<file path="src/rtl/disp_pkg.sv">
// Shared constants and helpers for the multiplexed 7-segment display path.
// Off levels for both segment polarities and a one-hot digit decoder.
package disp_pkg;

    localparam int NUM_DIGITS = 8;
    localparam int SEG_W      = 7;

    localparam logic [SEG_W-1:0] SEG_OFF_HI = 7'h00;
    localparam logic [SEG_W-1:0] SEG_OFF_LO = 7'h7F;

    function automatic logic [NUM_DIGITS-1:0] onehot8(input logic [2:0] idx);
        return 8'b1 << idx;
    endfunction

endpackage

</file>
<file path="src/rtl/scan_tick_gen.sv">
// Slot prescaler for the display scanner.
// Counts 0..CLK_DIV-1 while enabled and raises tick on the last count.
module scan_tick_gen #(
    parameter int CLK_DIV = 1000,
    parameter int CW      = $clog2(CLK_DIV)
) (
    input  logic          clk,
    input  logic          rst,
    input  logic          en,
    output logic [CW-1:0] cnt,
    output logic          tick
);

    localparam logic [CW-1:0] LAST = CW'(CLK_DIV - 1);

    assign tick = en && (cnt == LAST);

    // Advance the slot counter only while scanning; freeze it otherwise.
    always_ff @(posedge clk or negedge rst) begin
        if (!rst) begin
            cnt <= '0;
        end else if (en) begin
            cnt <= tick ? '0 : cnt + 1'b1;
        end
    end

endmodule

</file>
<file path="src/rtl/seg_scan_mux.sv">
// Eight-digit time-multiplexed 7-segment driver with per-frame snapshot.
// Shadow regs hold one coherent frame; outputs lag the scan state by one clk.
module seg_scan_mux
    import disp_pkg::*;
#(
    parameter int CLK_DIV        = 1000,
    parameter int BLANK_CYC      = 2,
    parameter int SEG_ACTIVE_LOW = 0,
    parameter int DIG_ACTIVE_LOW = 0
) (
    input  logic             clk,
    input  logic             rst,
    input  logic             en,
    input  logic [SEG_W-1:0] seg_1,
    input  logic [SEG_W-1:0] seg_2,
    input  logic [SEG_W-1:0] seg_3,
    input  logic [SEG_W-1:0] seg_4,
    input  logic [SEG_W-1:0] seg_5,
    input  logic [SEG_W-1:0] seg_6,
    input  logic [SEG_W-1:0] seg_7,
    input  logic [SEG_W-1:0] seg_8,
    output logic [SEG_W-1:0] seg_out,
    output logic [7:0]       dig_sel,
    output logic             frame_start
);

    localparam int CW = $clog2(CLK_DIV);

    // Off level doubles as the inversion mask: raw off is all-zero.
    localparam logic [SEG_W-1:0] SEG_OFF =
        (SEG_ACTIVE_LOW != 0) ? SEG_OFF_LO : SEG_OFF_HI;
    localparam logic [7:0] DIG_OFF =
        (DIG_ACTIVE_LOW != 0) ? 8'hFF : 8'h00;

    logic [CW-1:0]    cnt;
    logic             tick;
    logic [2:0]       idx;
    logic             load_pend;
    logic             capture;
    logic [SEG_W-1:0] seg_in [NUM_DIGITS];
    logic [SEG_W-1:0] shadow [NUM_DIGITS];
    logic [SEG_W-1:0] seg_raw;
    logic [7:0]       dig_raw;

    assign seg_in[0] = seg_1;
    assign seg_in[1] = seg_2;
    assign seg_in[2] = seg_3;
    assign seg_in[3] = seg_4;
    assign seg_in[4] = seg_5;
    assign seg_in[5] = seg_6;
    assign seg_in[6] = seg_7;
    assign seg_in[7] = seg_8;

    scan_tick_gen #(
        .CLK_DIV (CLK_DIV),
        .CW      (CW)
    ) u_tick (
        .clk  (clk),
        .rst  (rst),
        .en   (en),
        .cnt  (cnt),
        .tick (tick)
    );

    // A pending load and a frame wrap collapse into one capture.
    assign capture = en && (load_pend || (tick && idx == 3'd7));

    // Pulse is held low while reset is asserted.
    assign frame_start = capture && rst;

    // Step the digit index once per slot; hold while disabled.
    always_ff @(posedge clk or negedge rst) begin
        if (!rst) begin
            idx <= '0;
        end else if (tick) begin
            idx <= idx + 3'd1;
        end
    end

    // Snapshot all inputs at frame boundaries so a frame is never torn.
    always_ff @(posedge clk or negedge rst) begin
        if (!rst) begin
            load_pend <= 1'b1;
            for (int i = 0; i < NUM_DIGITS; i++) begin
                shadow[i] <= '0;
            end
        end else if (capture) begin
            load_pend <= 1'b0;
            for (int i = 0; i < NUM_DIGITS; i++) begin
                shadow[i] <= seg_in[i];
            end
        end
    end

    // Select the current digit, blanking the strobe at slot start.
    always_comb begin
        seg_raw = shadow[idx];
        dig_raw = onehot8(idx);
        if (!en) begin
            seg_raw = '0;
            dig_raw = '0;
        end else if (int'(cnt) < BLANK_CYC) begin
            dig_raw = '0;
        end
    end

    // Register outputs with polarity applied on the way in.
    always_ff @(posedge clk or negedge rst) begin
        if (!rst) begin
            seg_out <= SEG_OFF;
            dig_sel <= DIG_OFF;
        end else begin
            seg_out <= seg_raw ^ SEG_OFF;
            dig_sel <= dig_raw ^ DIG_OFF;
        end
    end

endmodule

</file>
<file path="config.mk">
export PLATFORM = sky130hd
export DESIGN_NAME = seg_scan_mux
export DESIGN_NICKNAME = d
export VERILOG_FILES = /design/src/rtl/disp_pkg.sv /design/src/rtl/scan_tick_gen.sv /design/src/rtl/seg_scan_mux.sv
export SDC_FILE = /design/constraint.sdc
export NUM_CORES = 1
export LEC_CHECK = 0
export BUFFER_PORTS_ARGS = -buffer_cell sky130_fd_sc_hd__buf_2
export CAP_MARGIN = 0
export CORE_UTILIZATION = 59
export DETAILED_ROUTE_END_ITERATION = 8
export GPL_TIMING_DRIVEN = 0
export PLACE_DENSITY = 0.91
export SLEW_MARGIN = 20
export SYNTH_ARGS = -nofsm -noshare
export SYNTH_HDL_FRONTEND = slang
export SYNTH_SLANG_ARGS = --single-unit
export TNS_END_PERCENT = 100
</file>
<file path="constraint.sdc">
create_clock -name clk -period 4.4 [get_ports clk]
set_input_delay 0.44 -clock clk [delete_from_list [all_inputs] [get_ports clk]]
set_output_delay 0.44 -clock clk [all_outputs]
set_load 0.01 [all_outputs]
</file>
---- Word-level counts from Yosys, hierarchy flattened ----
Cells that the tools add are included.
storage, ports and cells
  bits of input ports ..................... 59
  output and inout port bits .............. 16
  logic and storage cells ................. 33
  register bits after elaboration ......... 85
operators by class
  bitwise operators ....................... 1
  order comparisons ....................... 2
  equality and inequality tests ........... 2
  add/subtract/negate cells ............... 2
  mux-type cells .......................... 7
  shift operators ......................... 1
  reduce and logical (&&, ||, !) cells .... 5
operators by type and width
  operator                                                                        count
  7-bit binary-select mux with 3-bit select                                       1
  7-bit 2-to-1 mux                                                                3
  8-bit 2-to-1 mux                                                                2
  10-bit by 1-bit adder with 10-bit output (second input constant)                1
  10-bit == test (second input constant)                                          1
  10-bit by 2-bit less-than comparator with 1-bit output (second input constant)  1
  10-bit 2-to-1 mux                                                               1
  1-bit by 3-bit << shifter with 8-bit output (first input constant)              1
  4-bit >= comparator (second input constant)                                     1
  1-bit logical AND                                                               4
  3-bit inverter with 4-bit output                                                1
  3-bit by 1-bit adder with 3-bit output (second input constant)                  1
  3-bit == test (second input constant)                                           1
  1-bit logical OR                                                                1

---- Longest topological paths before layout ----
Gate-level depths: netlist of run 1.
  word-level depth ........................ 6
  mapped depth ............................ 7
  depth with buffers taken out ............ 5

---- By module ----
From an unflattened synthesis of run 1, not the netlist that was laid out.
second synthesis, totals
  cell total of the unflattened synthesis .. 261
  area, all modules ....................... 3,971.3 um^2
modules (own cells, without submodules)
  module         sequential area each (um^2)  cells each  times used  area an instance (um^2)
  seg_scan_mux   1,878.1                      207         1           3,418.3
  scan_tick_gen  250.2                        54          1           553.0

---- Worst setup path before layout of run 1 ----
No wires, ideal clock.
  kind .................................... register to output
  from .................................... register u_tick.cnt[1]
  to ...................................... output port frame_start
  path slack .............................. 2.340 ns
  stages on the path, launching flop included .. 7
  buffers on the path ..................... 2
  arrival ................................. 1.620 ns
  path through ............................ dfrtp_1 -> ha_1 -> nand3_2 -> o41ai_4 -> buf_6 -> buf_6 -> and2_1
on the way
  longest elaborated chain between the ends .. 6
ends and longest elaborated chain
  item                    RTL line             text
  start, declared         scan_tick_gen.sv:10  output logic [CW-1:0] cnt,
  start signal, assigned  scan_tick_gen.sv:23  cnt <= tick ? '0 : cnt + 1'b1;
  10-bit == test          scan_tick_gen.sv:16  assign tick = en && (cnt == LAST);
  1-bit logical AND       scan_tick_gen.sv:16
  1-bit logical AND       seg_scan_mux.sv:66   assign capture = en && (load_pend || (tick && idx == 3'd7));
  1-bit logical OR        seg_scan_mux.sv:66
  1-bit logical AND       seg_scan_mux.sv:66
  1-bit logical AND       seg_scan_mux.sv:69   assign frame_start = capture && rst;
  end, declared           seg_scan_mux.sv:24   output logic frame_start
Every way passes these cells.

---- Final worst setup path of run 1 ----
  from .................................... register u_tick.cnt[0]
  to ...................................... output port frame_start
The elaborated chain is that of the path after synthesis.

==> results of run 1 <==
[critical path, cell delays in order (launching register included)]
cell and delay [ps]:
dfrtp_1 400, ha_1 240, nand3_2 160, o41ai_4 450, buf_6 230, buf_6 170, and2_1 130, buf_2 120
[power groups by stage]
stage	clock network (uW)	registers [uW]	logic [uW]
2_1_floorplan	0	840	63.3
3_3_place_gp	0	844	111
3_5_place_dp	0	847	120
4_1_cts	576	832	121
5_1_grt	609	837	136
6_report	569	832	119
[layer usage]
metal	GRT usage, %	up-vias	wire [um]
met4	9.47	0	144
met5	0	-	0
met1	32.0	1217	3150
met3	7.11	15	452
met2	39.3	86	3660
li1	-	1080	-
[layout by cell type (no fill, tap or decap), drive strengths merged, types with 2 or more instances in the layout]
cell	netlist	layout
inv	5	6
clkinv	0	4
buf	9	84
nor2	5	5
and2	3	3
dfrtp	84	84
a31oi	2	2
ha	7	7
o21ai	3	3
a21oi	3	3
and3	7	7
mux2	57	57
clkbuf	3	13
nand2	9	9
a22o	7	7
mux4	14	14
nor3	3	3
nand4	3	3
xnor2	3	3
nand3	3	3
or3	3	3
[cell type report]
class	count	area share, %
multi-input cells	145	34.0
inverters	5	0.422
clock buffers	10	3.10
clock inverters	6	1.58
well taps	75	2.11
flip-flops and latches	85	47.9
plain buffers	12	1.94
repair buffers	75	9.01
[per-stage QoR]
stage	instances	setup slack (ps)	util [%]	total power, uW	hold slack, ps
global route	413	1580	73.8	1580	34.3
detailed placement	397	1980	70.3	967	409
global placement	396	1720	69.8	954	462
finish	413	1690	73.8	1520	18.3
floorplan	247	2340	-	903	144
CTS	413	1680	73.8	1530	21.9
[final timing paths]
kind	depth (start not counted)	end	slack, ps	from
worst max-delay path	7	frame_start	1690	u_tick.cnt[0]$_DFFE_PN0P_
worst min-delay path	1	shadow[16]$_DFFE_PN0P_	20	rst
worst max register to register	5	idx[1]$_DFFE_PN0N_	2230	idx[1]$_DFFE_PN0N_
worst min register to register	1	shadow[4]$_DFFE_PN0P_	490	shadow[4]$_DFFE_PN0P_
max in group asynchronous	2	load_pend$_DFFE_PN1P_	3740	rst
min in group clk	2	shadow[22]$_DFFE_PN0P_	290	seg_5[1]
[cell families after synthesis]
logic type / count (synthesis) / synth area share, %
xor+xnor: 4 / 0.936
buf+inv: 17 / 2.81
mux: 72 / 25.8
simple gates: 42 / 6.82
compound gates: 20 / 4.38
fa+ha+maj: 7 / 2.34
flops: 85 / 56.9
[registers in the layout, summed over array words and instances (netlist names)]
signal      cells
load_pend       1
u_tick.cnt     10
seg_out         7
dig_sel         8
idx             3
shadow         56
==> flow_summary.yaml, run 1 <==
timing:
  tightest_slew_ps: 686
  fin_crit_sh_pct: 61.6
  final_hold_viol_count: 0
  slew_headroom_pct: 54.0
  setup_viol: 0
  post-route-min-period_ps: 2710
  fin_skew_ps: 19.9
  finalMaxSlewViolations: 0
  rsz0062_at_grt: "false"
  max_freq_mhz: 369
  tns_ps: 0
cts:
  htree_levels: 3
  cts_root_buffer: "clkbuf_8"
  cts.sinks: 85
  cts_hold_buf: 0
  cts_made_buffers: 9
  cts_tree: "built"
  post_cts.repair.setup_buffers: 0
  cts_buffer_depth: 2
  worst_setup_hold_path_clk_slew_ps: 90
  cts.repair.resized: 0
  clock_latency_ps: 360
cells_and_area:
  seq_area_mm2: 0.00213
  multiInputGateArea_mm2: 0.00151
  design_area_mm2: 0.00444
  nFillCells: 385
  area_growth_pct: 18.8
  fin_nets: 399
  drive_gt1_share_pct: 43.8
  antennaDiodeCount: 0
yosys:
  syn_inst: 247
  syn_nets: 313
  synth_top_area_share_pct: 56.2
  async_flop_share_pct: 100
  netlist_top_cells_count: "dfrtp_1, mux2_1, mux2_2"
  syn_area_per_cell_um2: 15.2
  synth_ff_type: "dfrtp_1"
  ys_types: 39
  synth_top_area_cell: "dfrtp_1"
  synth_edf_count: 0
  synth.most_common_cell: "dfrtp_1"
  ys_ff_latch: 85
  synth.top_cells.by_area: "dfrtp_1, mux2_1, mux2_2"
  synth_warnings: 0
  seq_area_frac_synth_pct: 56.9
  synth_area_mm2: 0.00374
floorplan:
  die_x_um: 81.6
  start_util_pct: 62.1
  row_count: 28
  io_pins: 75
  die_y_um: 81.6
  die_area_mm2: 0.00667
  core-area_mm2: 0.00603
drt:
  wire_per_inst_um: 17.9
  drtPass1Iterations: 4
  drt-total-wl_mm: 7.40
  drt-initial-drc-count: 136
  avgViaCountPerCell: 5.81
  drc: 0
  final_antenna_net_count: 0
  num_vias: 2398
grt:
  overflow: 0
  grt_util_all_layers_pct: 24.6
  antenna_found_initial: 0
  grt_pass1_wl_mm: 11.8
  grt_pass1_vias: 2451
  grt_start_max_net_pins: 56
pwr:
  swShare_pct: 24.9
  clockPowerShare_pct: 37.4
  share_comb_of_total_power_pct: 7.8
  p_seq_share_pct: 54.7
  power_density_mw_per_mm2: 342
  p_switching_uw: 378
  peakVddDrop_uv: 242
  intPower_uw: 1140
  p_leak_uw: 0.00233
critical_path:
  critical_path_class: "flop to output port"
  cp-start-kind: "flop"
  cp-end-kind: "output port"
  required_ps: 3960
  crit_arrival_ps: 2270
  crit_fanout: 10
status:
  outcome: "finished clean"
flow_run:
  drv_cap: 0
place:
  place_area_mm2: 0.00424
  hpwl_mm: 5.41
  io_buffers: 74
  place.gp.congestion: 0.741
worst_hold_path:
  hold_path.class: "input port to asynchronous set/reset pin"
No activity file was read; power rests on OpenSTA's default activity.
==> run 2, diff against run 1 <==
--- a/config.mk
+++ b/config.mk
@@ -5,12 +5,13 @@
 export SDC_FILE = /design/constraint.sdc
 export NUM_CORES = 1
 export LEC_CHECK = 0
+export ABC_AREA = 1
 export BUFFER_PORTS_ARGS = -buffer_cell sky130_fd_sc_hd__buf_2
 export CAP_MARGIN = 0
-export CORE_UTILIZATION = 59
+export CORE_UTILIZATION = 55
 export DETAILED_ROUTE_END_ITERATION = 8
 export GPL_TIMING_DRIVEN = 0
-export PLACE_DENSITY = 0.91
+export PLACE_DENSITY = 0.85
 export SLEW_MARGIN = 20
 export SYNTH_ARGS = -nofsm -noshare
 export SYNTH_HDL_FRONTEND = slang
==> constraint.sdc (replaced) <==
create_clock -name clk -period 2.5 [get_ports clk]
set_input_delay 0.25 -clock clk [delete_from_list [all_inputs] [get_ports clk]]
set_output_delay 0.25 -clock clk [all_outputs]
set_load 0.01 [all_outputs]
==> run 2 against run 1 <==
  * Worst setup slack worse by 1500 ps
  * Non-clock buffer count up 17
  * Hold slack better by 52 ps
  * Design area up 6.1%
  * Flip-flop and latch count unchanged
  * Wire length up 31%
  * Power rose to 2.5 times the previous value
  * Clock power up 86%
  * Core utilization down 5.5 points
  * Critical endpoint unchanged
==> flow_summary.yaml, run 2 <==
status:
  outcome: "finished clean"
cts:
  cts_tree: "built"
  clock_latency_ps: 360
  post_cts.repair.setup_buffers: 0
  worst_setup_hold_path_clk_slew_ps: 90
  cts_made_buffers: 9
  cts_buffer_depth: 2
  htree_levels: 3
  cts.sinks: 85
  cts_root_buffer: "clkbuf_8"
critical_path:
  required_ps: 2250
  crit_path_start: "idx[1]$_DFFE_PN0N_"
  r2r-start: "idx[1]$_DFFE_PN0N_"
  cp-end-kind: "output port"
  cp-start-kind: "flop"
  crit_arrival_ps: 2040
  crit_fanout: 11
  worst-r2r-cell-count: 8
  critical_path_class: "flop to output port"
grt:
  antenna_found_initial: 0
  grt_pass1_vias: 3489
  overflow: 0
  grt_util_all_layers_pct: 28.7
  grt_pass1_wl_mm: 16.3
  grt_start_max_net_pins: 48
yosys:
  ys_types: 26
  syn_inst: 490
  synth_top_area_cell: "dfrtp_1"
  synth.most_common_cell: "nand2_1"
  ys_ff_latch: 85
  synth_ff_type: "dfrtp_1"
  syn_area_per_cell_um2: 8.13
  async_flop_share_pct: 100
  synth_top_area_share_pct: 52.8
  syn_nets: 556
  synth.top_cells.by_area: "dfrtp_1, nand2_1, nand3_1"
  synth_edf_count: 0
  seq_area_frac_synth_pct: 53.4
  synth_warnings: 0
  netlist_top_cells_count: "nand2_1, dfrtp_1, nand3_1"
  synth_area_mm2: 0.00398
cells_and_area:
  post-route-util_pct: 68.3
  largest_reg_flops: 56
  regMostFlops: "shadow"
  multiInputGateArea_mm2: 0.00159
  area_growth_pct: 18.4
  final_common_cell: "nand2_1"
  nFillCells: 600
  fin_nets: 642
  antennaDiodeCount: 0
  design_area_mm2: 0.00472
  drive_gt1_share_pct: 18.8
  seq_area_mm2: 0.00213
  largest_registers: "shadow (56), u_tick.cnt (10), dig_sel (8)"
  final_cell_mix: "nand2_1, dfrtp_1, buf_2"
timing:
  finalMaxSlewViolations: 0
  tns_ps: 0
  fin_crit_sh_pct: 91.7
  max_freq_mhz: 436
  tightest_slew_ps: 777
  final_hold_viol_count: 0
  setup_viol: 0
  slew_headroom_pct: 47.8
  rsz0062_at_grt: "false"
  post-route-min-period_ps: 2290
  fin_skew_ps: 8.91
  setup_ws_ps: 206
floorplan:
  die_area_mm2: 0.00759
  row_count: 30
  die_y_um: 87.1
  core-area_mm2: 0.00691
  start_util_pct: 57.7
  io_pins: 75
  die_x_um: 87.1
place:
  hpwl_mm: 6.89
  io_buffers: 73
  dp_slack_ps: 493
  place_area_mm2: 0.00449
  place.gp.congestion: 0.930
worst_hold_path:
  hold_path.class: "input port to flop"
  hp-start: "seg_5[1]"
  min_path_cells: 3
drt:
  num_vias: 3629
  drt-total-wl_mm: 9.71
  avgViaCountPerCell: 5.36
  drtPass1Iterations: 5
  wire_per_inst_um: 14.3
  final_antenna_net_count: 0
  drt-initial-drc-count: 244
  drc: 0
pwr:
  p_leak_uw: 0.00251
  peakVddDrop_uv: 452
  power_density_mw_per_mm2: 819
flow_run:
  drv_cap: 0
==> run 2: per-stage QoR <==
step / hold WS [ps] / std cells / power, uW
2_1_floorplan: -45.6 / 490 / 2520
3_3_place_gp: 433 / 659 / 2750
3_5_place_dp: 289 / 660 / 2810
4_1_cts: 61.0 / 677 / 3870
5_1_grt: 62.1 / 677 / 4090
6_report: 70.6 / 677 / 3860
==> run 2: report_power, final <==
group / leakage (uW) / internal (uW) / switching, uW
logic: 0.00134 / 346 / 453
registers: 0.00106 / 1750 / 253
clock network: 0.000110 / 563 / 493
total: 0.00251 / 2660 / 1200
==> run 2: critical path, cell delays in order, from the launching register on <==
cell,delay [ps]
dfrtp_2,500
ha_1,220
ha_1,150
nand2_1,70
inv_1,70
nand3_2,130
buf_4,220
a21boi_0,160
buf_2,150
==> run 2: path summary, 6_finish.rpt <==
check,to,slack (ps)
max,frame_start,210
min,shadow[22]$_DFFE_PN0P_,70
min in group asynchronous,shadow[44]$_DFFE_PN0P_,440
min reg2reg,load_pend$_DFFE_PN1P_,450
max in group asynchronous,load_pend$_DFFE_PN1P_,1390
max reg2reg,shadow[27]$_DFFE_PN0P_,610
==> run 2: timing repair <==
action,in CTS,in global routing
hold buffers,1,0
hold endpoints to repair,46,0
setup endpoints to repair,0,1
gates resized for setup,0,1
==> run 2: final cells by class <==
type,instances,area share (%)
well taps,96,2.55
inverters,26,2.07
multi-input cells,350,33.6
flip-flops and latches,85,45.1
plain buffers,29,3.61
clock buffers,10,2.71
repair buffers,75,8.44
clock inverters,6,1.86
==> run 2: routing by layer <==
layer | share of wire [%] | wire, um | vias up | track usage [%]
met5 | 0 | 0 | - | 0
met4 | 2.7 | 262 | 0 | 12.1
met3 | 8.4 | 811 | 27 | 8.63
met2 | 48 | 4650 | 165 | 46.2
met1 | 41 | 3990 | 1683 | 36.1
li1 | - | - | 1754 | -
==> run 2: logic make-up after synthesis <==
logic type | after synthesis | synth area share [%]
AO/OA/AOI/OAI | 54 | 7.10
buffers and inverters | 55 | 6.72
XOR/XNOR | 1 | 0.220
AND/OR/NAND/NOR | 288 | 30.3
flip-flops | 85 | 53.4
adder cells (fa/ha/maj) | 7 | 2.20
